===== src/rtl/core_pkg.sv =====
// Shared definitions for the 16-bit core's decode stage: register indexing,
// decode field widths and the hazard-controller state encoding.
package core_pkg;

  localparam int unsigned REG_IDX_W   = 5;
  localparam int unsigned NREGS       = 32;
  localparam int unsigned CTRL_OP_W   = 4;
  localparam int unsigned IMM_W       = 7;
  localparam int unsigned FLUSH_CNT_W = 3;
  localparam int unsigned PERF_W      = 16;

  typedef enum logic {
    RUN   = 1'b0,
    FLUSH = 1'b1
  } state_e;

endpackage


===== src/rtl/decode_hazard_ctrl_scoreboard.sv =====
// Pending-write scoreboard (reg_scoreboard): one bit per register, set on issue,
// cleared on writeback, with two lookup ports that see a same-cycle WB as already done.
module reg_scoreboard
  import core_pkg::*;
#(
  parameter bit R0_ZERO = 1'b1
) (
  input  logic                 clk,
  input  logic                 rst_n,
  input  logic                 i_set_en,
  input  logic [REG_IDX_W-1:0] i_set_idx,
  input  logic                 i_clr_en,
  input  logic [REG_IDX_W-1:0] i_clr_idx,
  input  logic [REG_IDX_W-1:0] i_rd_idx_a,
  input  logic [REG_IDX_W-1:0] i_rd_idx_b,
  output logic                 o_hit_a_c,
  output logic                 o_hit_b_c,
  output logic [NREGS-1:0]     o_pending
);

  logic [NREGS-1:0] r_pending;
  logic [NREGS-1:0] w_set_mask;
  logic [NREGS-1:0] w_clr_mask;
  logic [NREGS-1:0] w_pending_nxt;

  // Clear before set so a new producer to the same register wins.
  always_comb begin
    w_set_mask = '0;
    w_clr_mask = '0;
    if (i_set_en) w_set_mask[i_set_idx] = 1'b1;
    if (i_clr_en) w_clr_mask[i_clr_idx] = 1'b1;
    if (R0_ZERO) begin
      w_set_mask[0] = 1'b0;
      w_clr_mask[0] = 1'b0;
    end
    w_pending_nxt = (r_pending & ~w_clr_mask) | w_set_mask;
  end

  always_ff @(posedge clk or negedge rst_n) begin
    if (!rst_n) r_pending <= '0;
    else        r_pending <= w_pending_nxt;
  end

  // The register file writes before it is read, so a retiring WB masks the hit.
  assign o_hit_a_c = r_pending[i_rd_idx_a] & ~w_clr_mask[i_rd_idx_a]
                     & ~(R0_ZERO && (i_rd_idx_a == '0));
  assign o_hit_b_c = r_pending[i_rd_idx_b] & ~w_clr_mask[i_rd_idx_b]
                     & ~(R0_ZERO && (i_rd_idx_b == '0));

  assign o_pending = r_pending;

endmodule


===== src/rtl/decode_hazard_ctrl.sv =====
// Decode-stage hazard controller: stalls IF/ID on RAW hazards against the
// scoreboard and turns EX mispredicts into a timed IF/ID flush.
module decode_hazard_ctrl
  import core_pkg::*;
#(
  parameter int unsigned FLUSH_CYCLES = 2,
  parameter bit          R0_ZERO      = 1'b1
) (
  input  logic                 clk,
  input  logic                 rst_n,
  input  logic                 id_valid,
  input  logic [REG_IDX_W-1:0] id_rs1,
  input  logic [REG_IDX_W-1:0] id_rs2,
  input  logic                 id_rs1_used,
  input  logic                 id_rs2_used,
  input  logic [REG_IDX_W-1:0] id_rd,
  input  logic                 id_rd_wr,
  input  logic                 wb_valid,
  input  logic [REG_IDX_W-1:0] wb_rd,
  input  logic                 ex_mispredict,
  output logic                 stall_if,
  output logic                 stall_id,
  output logic                 flush_ifid,
  output logic                 issue,
  output logic [NREGS-1:0]     pending,
  output logic [PERF_W-1:0]    stall_cnt
);

  localparam logic [FLUSH_CNT_W-1:0] FLUSH_LOAD = FLUSH_CNT_W'(FLUSH_CYCLES - 1);

  state_e                 r_state;
  state_e                 w_state_nxt;
  logic [FLUSH_CNT_W-1:0] r_flush_cnt;
  logic [FLUSH_CNT_W-1:0] w_flush_cnt_nxt;
  logic                   r_flush_ifid;
  logic [PERF_W-1:0]      r_stall_cnt;
  logic                   w_hit1;
  logic                   w_hit2;
  logic                   w_hazard;
  logic                   w_stall;
  logic                   w_issue;

  reg_scoreboard #(
    .R0_ZERO (R0_ZERO)
  ) u_scoreboard (
    .clk        (clk),
    .rst_n      (rst_n),
    .i_set_en   (w_issue & id_rd_wr),
    .i_set_idx  (id_rd),
    .i_clr_en   (wb_valid),
    .i_clr_idx  (wb_rd),
    .i_rd_idx_a (id_rs1),
    .i_rd_idx_b (id_rs2),
    .o_hit_a_c  (w_hit1),
    .o_hit_b_c  (w_hit2),
    .o_pending  (pending)
  );

  always_ff @(posedge clk or negedge rst_n) begin
    if (!rst_n) begin
      r_state      <= RUN;
      r_flush_cnt  <= '0;
      r_flush_ifid <= 1'b0;
    end else begin
      r_state      <= w_state_nxt;
      r_flush_cnt  <= w_flush_cnt_nxt;
      r_flush_ifid <= (w_state_nxt == FLUSH);
    end
  end

  // Next state and decode handshake; a mispredict squashes whatever sits in ID.
  always_comb begin
    w_state_nxt     = r_state;
    w_flush_cnt_nxt = r_flush_cnt;
    w_hazard        = id_valid & ((id_rs1_used & w_hit1) | (id_rs2_used & w_hit2));
    w_stall         = 1'b0;
    w_issue         = 1'b0;
    case (r_state)
      RUN: begin
        w_stall = w_hazard & ~ex_mispredict;
        w_issue = id_valid & ~w_hazard & ~ex_mispredict;
        if (ex_mispredict) begin
          w_state_nxt     = FLUSH;
          w_flush_cnt_nxt = FLUSH_LOAD;
        end
      end
      FLUSH: begin
        if (ex_mispredict) begin
          w_flush_cnt_nxt = FLUSH_LOAD;
        end else if (r_flush_cnt == '0) begin
          w_state_nxt = RUN;
        end else begin
          w_flush_cnt_nxt = r_flush_cnt - FLUSH_CNT_W'(1);
        end
      end
      default: begin
        w_state_nxt     = RUN;
        w_flush_cnt_nxt = '0;
      end
    endcase
  end

  // Saturating stall-cycle performance counter.
  always_ff @(posedge clk or negedge rst_n) begin
    if (!rst_n) begin
      r_stall_cnt <= '0;
    end else if (w_stall && (r_stall_cnt != {PERF_W{1'b1}})) begin
      r_stall_cnt <= r_stall_cnt + PERF_W'(1);
    end
  end

  assign stall_if   = w_stall;
  assign stall_id   = w_stall;
  assign issue      = w_issue;
  assign flush_ifid = r_flush_ifid;
  assign stall_cnt  = r_stall_cnt;

endmodule


===== config.mk =====
export PLATFORM = sky130hd
export DESIGN_NAME = decode_hazard_ctrl
export DESIGN_NICKNAME = d
export VERILOG_FILES = /design/src/rtl/core_pkg.sv /design/src/rtl/decode_hazard_ctrl_scoreboard.sv /design/src/rtl/decode_hazard_ctrl.sv
export SDC_FILE = /design/constraint.sdc
export NUM_CORES = 1
export LEC_CHECK = 0
export BUFFER_PORTS_ARGS = -buffer_cell sky130_fd_sc_hd__buf_2
export CAP_MARGIN = 30
export CORE_MARGIN = 5
export CORE_UTILIZATION = 30
export CTS_CLUSTER_DIAMETER = 200
export DETAILED_ROUTE_END_ITERATION = 7
export HOLD_SLACK_MARGIN = 0.05
export PLACE_DENSITY = 0.48
export SLEW_MARGIN = 20
export SYNTH_ARGS = -nofsm -noshare
export SYNTH_HDL_FRONTEND = slang
export SYNTH_HIERARCHICAL = 1
export SYNTH_SLANG_ARGS = --single-unit
export TNS_END_PERCENT = 100

===== constraint.sdc =====
create_clock -name clk -period 4.2 [get_ports clk]
set_input_delay 0.84 -clock clk [delete_from_list [all_inputs] [get_ports clk]]
set_output_delay 0.84 -clock clk [all_outputs]
set_load 0.02 [all_outputs]

* Yosys cells after proc, flatten, opt, wreduce, memory -nomap -nowiden
Index checks and enable logic that the tools add are counted.
Storage, ports and cells: output and inout bits 52, word-level logic and storage cells 68, bits in registers 52, input port bits 28
Cells by class: add/sub/neg operators 2, bitwise gates (word level) 22, eq/ne operators 3, reductions and logical operators 7, muxes and demuxes 24, order comparisons 6
Operator list (count):
- two-way mux 32 bit | 2
- AND 32 bit | 1
- inverter 32 bit | 1
- OR 32 bit | 1
- < comparator 5 x 6 -> 1 bit, second input constant | 4
- binary-select mux 1 bit (select 5 bit) | 4
- adder 16 x 1 -> 16 bit, second input constant | 1
- inequality test 16 bit, second input constant | 1
- AND 1 bit | 11
- two-way mux 1 bit | 11
- demux 1 bit (select 5 bit) | 2
- greater-or-equal comparator 5 x 1 -> 1 bit, second input constant | 2
- logical NOT 5 bit | 2
- two-way mux 3 bit | 3
- inverter 1 bit | 7
- case mux 3 bit (2 select lines) | 1
- logical AND 1 bit | 3
- logical NOT 3 bit | 1
- inequality test 3 bit, second input constant | 1
- subtractor 3 x 1 -> 3 bit, second input constant | 1
- inequality test 2 bit, second input constant | 1
- case mux 1 bit (2 select lines) | 1
- AND reduction 2 bit | 1
- OR 1 bit | 1

* Depth between registers and ports, before layout
Gate-level depths: netlist (run 1).
depth in word-level cells 20, depth in mapped cells 12, depth with buffers taken out 10

* Modules after synthesis
The synthesis (run 1) kept the hierarchy.
Modules (own cells, without submodules):
- reg_scoreboard | cells an instance 229, seq. area each 775.7 sq um, instances 1, area an instance 2204.6 sq um
- decode_hazard_ctrl | cells an instance 94, seq. area each 500.5 sq um, instances 1, area an instance 1036.0 sq um

* Worst setup path before layout (run 1)
Ideal clock, no wire load.
kind input to register, start input id_rs1[0], end register u_scoreboard.r_pending[24] (netlist: u_scoreboard/o_pending[24]), data required time 4.117 ns, arrival 3.482 ns, cell stages on the path 11, buffers on the path 1, path slack 0.635 ns, library setup time 0.083 ns, cell sequence buf_2 -> mux4_1 -> o311ai_0 -> o211ai_1 -> o211ai_1 -> o21ai_1 -> a22o_1 -> nor2b_1 -> and2_1 -> or3b_2 -> o21ai_0
Between the ends: word-level cells in the longest chain between the ends 15, elaborated cells between the ends (all ways) 19, those cells by class 6 x mux; 12 x bitwise; 1 x reduce/logical
Ends and longest elaborated chain:
- start, declared | RTL line decode_hazard_ctrl.sv:12 | input logic [REG_IDX_W-1:0] id_rs1,
- binary-select mux 1 bit (select 5 bit) | RTL line decode_hazard_ctrl_scoreboard.sv:45 | assign o_hit_a_c = r_pending[i_rd_idx_a] & ~w_clr_mask[i_rd_idx_a]
- two-way mux 1 bit (not written as such) | RTL line decode_hazard_ctrl_scoreboard.sv:45
- inverter 1 bit | RTL line decode_hazard_ctrl_scoreboard.sv:45
- AND 1 bit | RTL line decode_hazard_ctrl_scoreboard.sv:45
- AND 1 bit * | RTL line decode_hazard_ctrl_scoreboard.sv:46 | & ~(R0_ZERO && (i_rd_idx_a == '0));
- named net w_hit1 | RTL line decode_hazard_ctrl.sv:37 | logic w_hit1;
- AND 1 bit * | RTL line decode_hazard_ctrl.sv:75 | w_hazard = id_valid & ((id_rs1_used & w_hit1) | (id_rs2_used & w_hit2));
- OR 1 bit * | RTL line decode_hazard_ctrl.sv:75
- AND 1 bit * | RTL line decode_hazard_ctrl.sv:75
- inverter 1 bit * | RTL line decode_hazard_ctrl.sv:81 | w_issue = id_valid & ~w_hazard & ~ex_mispredict;
- AND 1 bit * (2 in series) | RTL line decode_hazard_ctrl.sv:81
- two-way mux 1 bit * | RTL line decode_hazard_ctrl.sv:78 | case (r_state)
- named net issue | RTL line decode_hazard_ctrl.sv:24 | output logic issue,
- AND 1 bit * | RTL line decode_hazard_ctrl.sv:48 | .i_set_en (w_issue & id_rd_wr),
- two-way mux 32 bit * | RTL line decode_hazard_ctrl_scoreboard.sv:30 | if (i_set_en) w_set_mask[i_set_idx] = 1'b1;
- OR 32 bit * | RTL line decode_hazard_ctrl_scoreboard.sv:36 | w_pending_nxt = (r_pending & ~w_clr_mask) | w_set_mask;
- named net u_scoreboard.w_pending_nxt[24] | RTL line decode_hazard_ctrl_scoreboard.sv:24 | logic [NREGS-1:0] w_pending_nxt;
- end signal, assigned | RTL line decode_hazard_ctrl_scoreboard.sv:41 | else r_pending <= w_pending_nxt;
- end, declared | RTL line decode_hazard_ctrl_scoreboard.sv:21 | logic [NREGS-1:0] r_pending;
Mark *: on every way through the listed nets, which the timed path passes. The rest lies on a longest branch. The select of a mux whose other input is x is not followed. A chain may end at the register's enable or synchronous reset.

* Final worst setup path (run 1)
start input wb_valid, end output stall_id
Between the ends: word-level cells in the longest chain between the ends 11, elaborated cells between the ends (all ways) 17, those cells by class 6 x mux; 11 x bitwise
Ends and longest elaborated chain:
- start, declared | RTL line decode_hazard_ctrl.sv:18 | input logic wb_valid,
- two-way mux 32 bit | RTL line decode_hazard_ctrl_scoreboard.sv:31 | if (i_clr_en) w_clr_mask[i_clr_idx] = 1'b1;
- binary-select mux 1 bit (select 5 bit) | RTL line decode_hazard_ctrl_scoreboard.sv:45
- two-way mux 1 bit (not written as such) | RTL line decode_hazard_ctrl_scoreboard.sv:45
- inverter 1 bit | RTL line decode_hazard_ctrl_scoreboard.sv:45
- AND 1 bit | RTL line decode_hazard_ctrl_scoreboard.sv:45
- AND 1 bit | RTL line decode_hazard_ctrl_scoreboard.sv:46
- named net w_hit1 | RTL line decode_hazard_ctrl.sv:37
- AND 1 bit | RTL line decode_hazard_ctrl.sv:75
- OR 1 bit | RTL line decode_hazard_ctrl.sv:75
- AND 1 bit | RTL line decode_hazard_ctrl.sv:75
- AND 1 bit | RTL line decode_hazard_ctrl.sv:80 | w_stall = w_hazard & ~ex_mispredict;
- two-way mux 1 bit | RTL line decode_hazard_ctrl.sv:78
- end, declared | RTL line decode_hazard_ctrl.sv:22 | output logic stall_id,
The timed path passes the listed nets, and every way through them passes these cells. The select of a mux whose other input is x is not followed.

==> results of run 1 <==
[final timing paths]
check	slack, ns	end	from	depth (start not counted)
max in group asynchronous	3.10	u_scoreboard/o_pending[17]$_DFF_PN0_	rst_n	2
worst min register to register	0.51	stall_cnt[15]$_DFFE_PN0P_	stall_cnt[15]$_DFFE_PN0P_	1
worst min-delay path	0.51	stall_cnt[15]$_DFFE_PN0P_	stall_cnt[15]$_DFFE_PN0P_	1
min in group asynchronous	0.64	stall_cnt[9]$_DFFE_PN0P_	rst_n	2
worst max register to register	1.04	u_scoreboard/o_pending[24]$_DFF_PN0_	u_scoreboard/o_pending[18]$_DFF_PN0_	10
worst max-delay path	0.29	stall_id	wb_valid	10
[cell type report]
| class | instances | area (um^2) | share of cell area (%) |
|---|---|---|---|
| multi-input cells | 247 | 1840 | 48.2 |
| flip-flops and latches | 51 | 1280 | 33.4 |
| repair buffers | 80 | 405 | 10.6 |
| well taps | 140 | 175 | 4.58 |
| clock buffers | 6 | 82.6 | 2.16 |
| inverters | 9 | 33.8 | 0.884 |
| clock inverters | 1 | 5.00 | 0.131 |
[stage by stage]
step / setup WS, ns / cells / area [um^2]
finish: 0.295 / 534 / 3820
detailed placement: 0.262 / 527 / 3730
floorplan: 0.635 / 323 / 3240
CTS: 0.336 / 534 / 3820
global placement: 0.291 / 527 / 3730
global route: 0.0910 / 534 / 3820
[cells in the final DEF, fill, tap and decap left out, types with 7 or more instances in the layout]
| master | Yosys | routed |
|---|---|---|
| o31ai_1 | 9 | 9 |
| inv_1 | 9 | 9 |
| nor3_1 | 8 | 8 |
| dfrtp_1 | 51 | 51 |
| nor2_1 | 13 | 13 |
| o21ai_0 | 61 | 61 |
| xor2_1 | 16 | 16 |
| nand2_1 | 16 | 16 |
| mux2i_1 | 7 | 7 |
| buf_2 | 6 | 78 |
| nand3_1 | 12 | 12 |
[routing by layer]
layer  global-route usage, %  vias to the layer above  share of wire [%]
met2                    24.7                      110                 48
met1                    20.6                     1428                 43
met5                       0                        -                  0
li1                        -                     1366                  -
met3                    4.03                       11                8.3
met4                    3.64                        0               0.92
[cells in the mapped netlist (all sizes together), types with 2 or more instances]
cell type / number / area [um^2]
o41ai: 3 / 26.3
nand4: 5 / 37.5
clkbuf: 5 / 20.0
nor2: 14 / 55.1
xnor2: 2 / 17.5
nor2b: 6 / 37.5
o21ai: 62 / 310
ha: 3 / 37.5
a21oi: 3 / 15.0
nor3b: 5 / 48.8
inv: 9 / 33.8
nand4b: 4 / 35.0
o311ai: 6 / 52.6
mux2: 6 / 71.3
and4: 2 / 17.5
nand2b: 6 / 37.5
dfrtp: 51 / 1280
mux4: 11 / 267
or3b: 3 / 26.3
o31ai: 9 / 67.6
nor4: 4 / 40.0
mux2i: 7 / 70.1
buf: 11 / 67.6
or3: 4 / 25.0
o22ai: 2 / 12.5
nand2: 17 / 66.3
xor2: 17 / 156
nand3b: 6 / 45.0
nand3: 12 / 60.1
o211ai: 4 / 30.0
nor3: 8 / 40.0
nand4bb: 2 / 22.5
[state kept, by name (all words and copies together), names as in the netlist]
register and count:
r_flush_cnt 3, u_scoreboard/o_pending 31, stall_cnt 16, flush_ifid 1
[power groups by stage]
| stage | clock network (mW) | logic [mW] | registers [mW] |
|---|---|---|---|
| CTS | 0.307 | 0.309 | 0.579 |
| finish | 0.288 | 0.305 | 0.578 |
| global placement | 0 | 0.306 | 0.588 |
| global route | 0.323 | 0.336 | 0.586 |
| floorplan | 0 | 0.169 | 0.616 |
| detailed placement | 0 | 0.308 | 0.588 |
[cells by family after synthesis]
logic type	after synthesis	synth area share, %
multiplexers	24	12.6
flip-flops	51	39.4
buffers and inverters	25	3.74
XOR/XNOR	19	5.37
AND/OR/NAND/NOR	102	19.2
adder cells (fa/ha/maj)	3	1.16
AO/OA/AOI/OAI	98	18.5
other	1	0.116
[critical path, delay by kind of cell]
| kind | cells | cell delay (ns) |
|---|---|---|
| AO/OA/AOI/OAI | 5 | 1.17 |
| buffers and inverters | 3 | 0.48 |
| AND/OR/NAND/NOR | 2 | 0.56 |
==> impl_results.rst, run 1 <==
.. list-table::
   :header-rows: 1

   * - Metric
     - Value
   * - Overflow left after global routing
     - 0
   * - Wire length of the first global-routing pass
     - 15.7 mm
   * - Most common cell on crit path
     - buf_2
   * - Antenna Diode Count
     - 0
   * - Post-route DRC violation count
     - 0
   * - Share of final-layout standard cells stronger than drive strength 1
     - 27.7%
   * - Maximum vdd drop
     - 0.000218 V
   * - Sum of negative setup slack
     - 0 ns
   * - Power per standard cell area
     - 306 mW/mm^2
   * - Initial core utilization
     - 30.3%
   * - RSZ-0062 raised after global routing
     - false
   * - Total Power
     - 1.17 mW
   * - Cell type of the slowest stage on the worst timing path
     - o311ai_0
   * - Worst-Margin Slew
     - 0.681 ns
   * - Post-layout util
     - 35.7%
   * - Finish-stage setup viols
     - 0
   * - First-pass DRT Iterations
     - 4
   * - Average size of a mapped cell
     - 10.0 um^2
   * - Total Routed Length
     - 10.1 mm
   * - Number of distinct library cells after synthesis
     - 60
   * - Clock slew at the register clock pins of the worst setup and hold paths
     - 0.09 ns
   * - Required time at the worst-slack endpoint
     - 3.36 ns
   * - Largest stage delay on the critical path
     - 0.44 ns
   * - Count of maximum capacitance violations
     - 0
   * - Internal Power
     - 784 uW
   * - Synthesized net count
     - 354
   * - Synthesized cell area
     - 0.00324 mm^2
   * - H-Tree Depth
     - 2
   * - Total setup buffers inserted after CTS
     - 0
   * - Routability Congestion
     - 0.949
   * - Switching share of total power
     - 33.0%
   * - Final max-slew violation count
     - 0
   * - Count of flip-flops with a built-in enable after synthesis
     - 0
   * - #FFs+latches synth
     - 51
   * - Global-route usage over all layers
     - 15.3%
   * - Max Freq
     - 256 MHz
   * - Number of hold violations in the final report
     - 0
   * - Critical-path cell list
     - buf_2 > nand4bb_1 > o311ai_0 > o41ai_1 > o22ai_1 > o21ai_1 > a22o_1 > nand2_1 > inv_1 > buf_2
   * - Max Root-Sink Buffers
     - 2
   * - Antenna violation net count after detailed routing
     - 0
   * - Net Switching
     - 386 uW
   * - Fillers
     - 1,124
   * - Number of buffers inserted by hold repair at cts
     - 0
   * - Core region area
     - 0.0107 mm^2
   * - Shortest period the worst path allows
     - 3.91 ns
   * - Cell row count
     - 38
   * - Port bufs
     - 78
   * - Path type of the worst setup path
     - input pin to primary output
   * - Overall via count from detail_route
     - 2,915
   * - Critical Path End Type
     - primary output
   * - Register area share after synthesis
     - 39.4%
   * - Peak fanout along the critical path
     - 15
   * - Run status
     - finished, final reports clean
   * - Leakage power
     - 1.80 nW
   * - Proportion of register bits with asynchronous set or reset after synthesis
     - 100%
   * - Number of top-level pins
     - 80
   * - Clock tree from TritonCTS
     - done
   * - Buffer cell driving the clock tree root
     - clkbuf_8
   * - Arrival time worst endpoint
     - 3.07 ns
   * - Worst hold margin
     - 0.506 ns
   * - Period utilization
     - 93.0%
   * - Kind of start point of the critical path
     - input pin
   * - Number of design-rule violations left by the first detailed-router iteration
     - 127
   * - Die outline height
     - 114 um
   * - Die X
     - 114 um
   * - Clock Sink Count
     - 51
   * - Antenna violations before repair
     - 0
   * - Cell count after synthesis
     - 323
   * - Number of nets in the layout
     - 425
   * - Cts repair resizes
     - 0
   * - Comb pwr share
     - 26.1%
   * - Proportion of power drawn by flip-flops and latches
     - 49.3%
   * - Post-Route Skew
     - 0.00545 ns
   * - Vias/cell
     - 5.46
   * - Vias in the first global route
     - 2,915
   * - Die footprint
     - 0.0130 mm^2
   * - Worst min path class
     - flip-flop to flip-flop
   * - Largest net degree at the start of global routing
     - 52
   * - Layout-stage area growth over the synthesis result
     - 17.9%
   * - Insertion delay to the later sink of the worst-skew pair
     - 0.30 ns
   * - Num CTS Buffers
     - 5
   * - Detail-routed net length per standard cell
     - 18.9 um
   * - Clk network pwr share
     - 24.6%
   * - Worst slew margin
     - 54.6%
   * - Number of warnings reported in the yosys synthesis log
     - 6
   * - HPWL after DPL
     - 7.62 mm
   * - Dominant synthesized flop cell
     - dfrtp_1
Power figures use the tool's default switching activity.
==> run 2, diff against run 1 <==
--- a/config.mk
+++ b/config.mk
@@ -5,7 +5,7 @@
 export SDC_FILE = /design/constraint.sdc
 export NUM_CORES = 1
 export LEC_CHECK = 0
-export BUFFER_PORTS_ARGS = -buffer_cell sky130_fd_sc_hd__buf_2
+export BUFFER_PORTS_ARGS = -buffer_cell sky130_fd_sc_hd__buf_4
 export CAP_MARGIN = 30
 export CORE_MARGIN = 5
 export CORE_UTILIZATION = 30
==> run 2 against run 1 <==
  * First-iteration DRC count is 4.7% higher
  * Sequential share of layout area decreased by 1.5 points
  * Setup slack improved by 0.032 ns
  * Via count decreased by 1.3%
==> impl_results.rst, run 2 (synthesis results as in run 1) <==
.. list-table::
   :header-rows: 1

   * - Metric
     - Value
   * - Layout-stage area growth over the synthesis result
     - 23.3%
   * - Proportion of power drawn by flip-flops and latches
     - 48.8% (-0.5 points)
   * - Kind of start point of the critical path
     - input pin
   * - Required time at the worst-slack endpoint
     - 3.36 ns (about the same)
   * - Maximum vdd drop
     - 0.000186 V (-15%)
   * - RSZ-0062 raised after global routing
     - false
   * - Cell type of the slowest stage on the worst timing path
     - or3_1
   * - Number of top-level pins
     - 80 (unchanged)
   * - Number of nets in the layout
     - 423 (-0.47%)
   * - Path type of the worst setup path
     - input pin to primary output
   * - Insertion delay to the later sink of the worst-skew pair
     - 0.31 ns (about the same)
   * - Shortest period the worst path allows
     - 3.87 ns (-0.0317 ns)
   * - Routability Congestion
     - 0.848 (-11%)
   * - Count of maximum capacitance violations
     - 0 (unchanged)
   * - Arrival time worst endpoint
     - 3.03 ns (-0.04 ns)
   * - H-Tree Depth
     - 2 (unchanged)
   * - Cell row count
     - 38 (unchanged)
   * - Total Routed Length
     - 9.99 mm (-0.80%)
   * - Net Switching
     - 391 uW (+1.2%)
   * - Worst slew margin
     - 55.5% (+0.84 points)
   * - Post-Route Skew
     - 0.0103 ns (+0.00487 ns)
   * - Family of cells with the greatest summed delay on the critical path
     - simple AND/OR/NAND/NOR gates
   * - Clk network pwr share
     - 23.5% (-1.1 points)
   * - Buffers plus inverters on the worst setup path
     - 3 (unchanged)
   * - Cts repair resizes
     - 0 (unchanged)
   * - Peak fanout along the critical path
     - 16 (+1)
   * - Switching share of total power
     - 32.9% (-0.078 points)
   * - Port bufs
     - 78 (unchanged)
   * - Overall via count from detail_route
     - 2,876 (-1.3%)
   * - Cell area after placement
     - 0.00391 mm^2 (+4.8%)
   * - Overflow left after global routing
     - 0 (unchanged)
   * - Clock slew at the register clock pins of the worst setup and hold paths
     - 0.09 ns (about the same)
   * - Most common cell on crit path
     - buf_4
   * - Period utilization
     - 92.2% (-0.75 points)
   * - Detail-routed net length per standard cell
     - 18.7 um (-0.62%)
   * - Total setup buffers inserted after CTS
     - 0 (unchanged)
   * - Global-route usage over all layers
     - 15.3% (-0.023 points)
   * - Largest stage delay on the critical path
     - 0.47 ns (+0.03 ns)
   * - Buffer cell driving the clock tree root
     - clkbuf_8
   * - Antenna violation net count after detailed routing
     - 0 (unchanged)
   * - Highest-count cells in the layout ignoring fill and taps
     - 78 x buf_4, 61 x o21ai_0, 51 x dfrtp_1
   * - Max Root-Sink Buffers
     - 2 (unchanged)
   * - Internal Power
     - 796 uW (+1.6%)
   * - Die X
     - 114 um (unchanged)
   * - Vias/cell
     - 5.40 (-1.2%)
   * - Share of final-layout standard cells stronger than drive strength 1
     - 27.0% (-0.69 points)
   * - Power per standard cell area
     - 297 mW/mm^2 (-3.0%)
   * - Final max-slew violation count
     - 0 (unchanged)
   * - Run status
     - finished, final reports clean
   * - Number of buffers inserted by hold repair at cts
     - 0 (unchanged)
   * - Dpl ws
     - 0.369 ns (+0.107 ns)
   * - Count of placed standard cells including taps
     - 525 (-0.38%)
   * - Antenna Diode Count
     - 0 (unchanged)
   * - Design Area, Final
     - 0.00400 mm^2 (+4.6%)
   * - Antenna violations before repair
     - 0 (unchanged)
   * - Post-route worst setup slack
     - 0.327 ns (+0.0317 ns)
   * - Largest net degree at the start of global routing
     - 52 (unchanged)
   * - Worst-Margin Slew
     - 0.668 ns (-0.0126 ns)
   * - Core region area
     - 0.0107 mm^2 (unchanged)
   * - Number of hold violations in the final report
     - 0 (unchanged)
   * - Post-route DRC violation count
     - 0 (unchanged)
   * - Finish-stage setup viols
     - 0 (unchanged)
   * - Leakage power
     - 1.81 nW (+0.37%)
   * - Most common cell after layout, fill and taps aside
     - buf_4
   * - Post-layout util
     - 37.3% (+1.6 points)
   * - Worst min path class
     - flip-flop to flip-flop
   * - Sum of negative setup slack
     - 0 ns (unchanged)
   * - Vias in the first global route
     - 2,991 (+2.6%)
   * - Clock tree from TritonCTS
     - done
   * - Num CTS Buffers
     - 5 (unchanged)
   * - Die outline height
     - 114 um (unchanged)
   * - Max Freq
     - 258 MHz (+0.82%)
   * - First-pass DRT Iterations
     - 4 (unchanged)
   * - Die footprint
     - 0.0130 mm^2 (unchanged)
   * - Critical Path End Type
     - primary output
   * - Comb pwr share
     - 27.7% (+1.6 points)
   * - HPWL after DPL
     - 7.57 mm (-0.67%)
   * - Critical-path cell list
     - buf_4 > nand4bb_1 > or3_1 > a22oi_1 > o311ai_1 > o2bb2ai_1 > a22o_1 > nand2_1 > inv_1 > buf_4
   * - Number of flip-flops in the largest register
     - 31 (unchanged)
   * - Layout Cells excl Fill
     - 533 (-0.19%)
   * - Wire length of the first global-routing pass
     - 15.9 mm (+1.1%)
   * - Number of design-rule violations left by the first detailed-router iteration
     - 133 (+4.7%)
   * - Initial core utilization
     - 30.3% (unchanged)
   * - Clock Sink Count
     - 51 (unchanged)
==> run 2: per-stage QoR <==
stage | total power, mW | hold WS (ns)
2_1_floorplan | 0.785 | 0.480
3_3_place_gp | 0.919 | 0.496
3_5_place_dp | 0.922 | 0.505
4_1_cts | 1.20 | 0.518
5_1_grt | 1.26 | 0.543
6_report | 1.19 | 0.508
==> run 2: path summary, 6_finish.rpt <==
path,from,end,slack [ns],depth (start not counted)
worst max-delay path,wb_rd[2],stall_id,0.33,10
worst min-delay path,stall_cnt[15]$_DFFE_PN0P_,stall_cnt[15]$_DFFE_PN0P_,0.51,1
worst max register to register,u_scoreboard/o_pending[16]$_DFF_PN0_,u_scoreboard/o_pending[20]$_DFF_PN0_,1.14,10
worst min register to register,stall_cnt[15]$_DFFE_PN0P_,stall_cnt[15]$_DFFE_PN0P_,0.51,1
max in group asynchronous,rst_n,u_scoreboard/o_pending[25]$_DFF_PN0_,3.18,1
min in group asynchronous,rst_n,stall_cnt[9]$_DFFE_PN0P_,0.54,1
==> run 2: routing by layer <==
layer | track usage (%) | vias to the layer above | share of wire, %
met5 | 0 | - | 0
met2 | 24.2 | 94 | 46
met3 | 3.18 | 8 | 6.0
met4 | 4.04 | 0 | 1.1
li1 | - | 1357 | -
met1 | 21.3 | 1417 | 46
==> run 2: power groups by stage <==
stage               clock network, mW  registers (mW)  logic, mW
floorplan                           0           0.616      0.169
global placement                    0           0.590      0.329
detailed placement                  0           0.590      0.332
CTS                             0.290           0.581      0.333
global route                    0.309           0.588      0.364
finish                          0.279           0.580      0.329
==> run 2: cell type report <==
| type | count | area, um^2 |
|---|---|---|
| multi-input cells | 247 | 1840 |
| inverters | 9 | 33.8 |
| well taps | 140 | 175 |
| flip-flops and latches | 51 | 1280 |
| clock inverters | 1 | 5.00 |
| fillers | 1117 | 6700 |
| clock buffers | 7 | 76.3 |
| repair buffers | 78 | 586 |
==> run 3, diff against run 2 <==
--- a/config.mk
+++ b/config.mk
@@ -12,8 +12,6 @@
 export CTS_CLUSTER_DIAMETER = 200
 export DETAILED_ROUTE_END_ITERATION = 7
 export HOLD_SLACK_MARGIN = 0.05
-export PLACE_DENSITY = 0.48
-export SLEW_MARGIN = 20
 export SYNTH_ARGS = -nofsm -noshare
 export SYNTH_HDL_FRONTEND = slang
 export SYNTH_HIERARCHICAL = 1
==> run 3 against run 2 <==
  * Critical path depth unchanged
  * Hold slack got worse by 0.0046 ns
  * Sequential share of layout area unchanged
  * Sequential cell count unchanged
  * Global-route usage decreased by 0.082 points
  * Clock power decreased by 2%
==> impl_results.rst, run 3 (synthesis results as in run 1) <==
.. list-table::
   :header-rows: 1

   * - Metric
     - Value
   * - Run status
     - finished, final reports clean
   * - Net Switching
     - 388 uW (-0.68%)
   * - Antenna violation net count after detailed routing
     - 0 (unchanged)
   * - Number of hold violations in the final report
     - 0 (unchanged)
   * - Die X
     - 114 um (unchanged)
   * - Cts repair resizes
     - 0 (unchanged)
   * - Number of flip-flops in the largest register
     - 31 (unchanged)
   * - Overall via count from detail_route
     - 2,922 (+1.6%)
   * - Most common cell after layout, fill and taps aside
     - buf_4
   * - Worst-Margin Slew
     - 0.660 ns (-0.00766 ns)
   * - Number of buffers inserted by hold repair at cts
     - 0 (unchanged)
   * - Clock tree from TritonCTS
     - done
   * - Total Routed Length
     - 9.80 mm (-1.9%)
   * - Buffer cell driving the clock tree root
     - clkbuf_8
   * - HPWL after DPL
     - 7.39 mm (-2.3%)
   * - Insertion delay to the later sink of the worst-skew pair
     - 0.30 ns (about the same)
   * - Global-route usage over all layers
     - 15.2% (-0.082 points)
   * - Count of placed standard cells including taps
     - 525 (unchanged)
   * - Combined area of the multi-input logic cells
     - 0.00184 mm^2 (unchanged)
   * - Post-route DRC violation count
     - 0 (unchanged)
   * - Total setup buffers inserted after CTS
     - 0 (unchanged)
   * - Number of top-level pins
     - 80 (unchanged)
   * - Die footprint
     - 0.0130 mm^2 (unchanged)
   * - Finish-stage setup viols
     - 0 (unchanged)
   * - Vias/cell
     - 5.48 (+1.6%)
   * - Largest net degree at the start of global routing
     - 52 (unchanged)
   * - Kind of start point of the critical path
     - input pin
   * - Critical Path End Type
     - primary output
   * - Peak fanout along the critical path
     - 16 (unchanged)
   * - Worst hold margin
     - 0.503 ns (-0.00457 ns)
   * - Internal Power
     - 797 uW (about the same)
   * - Final max-slew violation count
     - 0 (unchanged)
   * - First-pass DRT Iterations
     - 6 (+2)
   * - Required time at the worst-slack endpoint
     - 3.36 ns (about the same)
   * - H-Tree Depth
     - 2 (unchanged)
   * - Max Root-Sink Buffers
     - 2 (unchanged)
   * - Comb pwr share
     - 28.2% (+0.5 points)
   * - Proportion of power drawn by flip-flops and latches
     - 48.8% (about the same)
   * - Total Power
     - 1.19 mW (-0.20%)
   * - Leakage power
     - 1.81 nW (unchanged)
   * - Count of maximum capacitance violations
     - 0 (unchanged)
   * - Arrival time worst endpoint
     - 3.03 ns (about the same)
   * - Share of final-layout standard cells stronger than drive strength 1
     - 27.0% (unchanged)
   * - Initial core utilization
     - 30.3% (unchanged)
   * - Num CTS Buffers
     - 5 (unchanged)
   * - Power per standard cell area
     - 297 mW/mm^2 (-0.20%)
   * - Antenna violations before repair
     - 0 (unchanged)
   * - Shortest period the worst path allows
     - 3.87 ns (+0.000983 ns)
   * - Period utilization
     - 92.2% (about the same)
   * - Path type of the worst setup path
     - input pin to primary output
   * - Max Freq
     - 258 MHz (about the same)
   * - Routability Congestion
     - 0.961 (+13%)
   * - Fillers
     - 1,102 (-1.3%)
   * - Wire length of the first global-routing pass
     - 15.9 mm (-0.26%)
   * - Highest-count cells in the layout ignoring fill and taps
     - 78 x buf_4, 61 x o21ai_0, 51 x dfrtp_1
   * - Cell row count
     - 38 (unchanged)
   * - Dpl ws
     - 0.401 ns (+0.0326 ns)
   * - Worst min path class
     - flip-flop to flip-flop
   * - Port bufs
     - 78 (unchanged)
   * - Layout Cells excl Fill
     - 533 (unchanged)
   * - Core region area
     - 0.0107 mm^2 (unchanged)
   * - Clock Sink Count
     - 51 (unchanged)
   * - Worst slew margin
     - 56.0% (+0.51 points)
   * - Switching share of total power
     - 32.8% (-0.16 points)
   * - Number of design-rule violations left by the first detailed-router iteration
     - 185 (+39%)
   * - Post-Route Skew
     - 0.00997 ns (-0.000350 ns)
   * - Antenna Diode Count
     - 0 (unchanged)
   * - RSZ-0062 raised after global routing
     - false
   * - Layout-stage area growth over the synthesis result
     - 23.3% (unchanged)
   * - Maximum vdd drop
     - 0.000175 V (-6.0%)
   * - Vias in the first global route
     - 2,981 (-0.33%)
   * - Die outline height
     - 114 um (unchanged)
   * - Clock slew at the register clock pins of the worst setup and hold paths
     - 0.09 ns (about the same)
   * - Sum of negative setup slack
     - 0 ns (unchanged)
   * - Detail-routed net length per standard cell
     - 18.4 um (-1.9%)
   * - Post-route worst setup slack
     - 0.326 ns (-0.000983 ns)
   * - Number of nets in the layout
     - 423 (unchanged)
   * - Storage element area
     - 0.00128 mm^2 (unchanged)
   * - Overflow left after global routing
     - 0 (unchanged)
   * - Clk network pwr share
     - 23.1% (-0.4 points)
[run 3: critical path, cell delays in order]
cell	delay [ns]
buf_4	0.16
nand4bb_1	0.38
o311ai_0	0.47
o41ai_1	0.16
o22ai_1	0.19
o21ai_1	0.09
a22o_1	0.31
nand2_1	0.19
inv_1	0.08
buf_4	0.16
[run 3: metrics by stage]
stage	area, um^2	util, %
after detailed placement	3910	36.6
after global placement	3910	36.6
final	4000	37.3
after floorplan	3240	-
after CTS	4000	37.3
after global routing	4000	37.3
[run 3: worst paths after layout]
path                                                       from                                  end  slack (ns)  cells past startpoint
hold reg to reg                       stall_cnt[15]$_DFFE_PN0P_            stall_cnt[15]$_DFFE_PN0P_        0.50                      1
setup / recovery                                       wb_rd[2]                             stall_if        0.33                     10
max in group asynchronous                                 rst_n  u_scoreboard/o_pending[9]$_DFF_PN0_        3.19                      1
setup reg to reg           u_scoreboard/o_pending[19]$_DFF_PN0_  u_scoreboard/o_pending[8]$_DFF_PN0_        1.05                     10
hold / removal                        stall_cnt[15]$_DFFE_PN0P_            stall_cnt[15]$_DFFE_PN0P_        0.50                      1
min in group asynchronous                                 rst_n            stall_cnt[11]$_DFFE_PN0P_        0.57                      1
[run 3: power by group through the flow]
stage / sequential (mW) / clock, mW / combinational, mW
2_1_floorplan: 0.616 / 0 / 0.169
3_3_place_gp: 0.587 / 0 / 0.329
3_5_place_dp: 0.588 / 0 / 0.333
4_1_cts: 0.579 / 0.287 / 0.335
5_1_grt: 0.589 / 0.306 / 0.368
6_report: 0.578 / 0.273 / 0.334
[run 3: layer usage]
layer	routed length [um]	global-route usage (%)	vias up
met2	4500	24.1	126
met3	832	4.35	20
met1	4310	20.9	1411
met4	163	3.01	0
li1	-	-	1365
met5	0	0	-
[run 3: cell type report]
cell class / count / area share, %
multi-input combinational: 247 / 46.1
sequential: 51 / 31.9
timing repair buffer: 78 / 14.7
tap: 140 / 4.38
clock buffer: 7 / 1.91
inverter: 9 / 0.846
clock inverter: 1 / 0.125
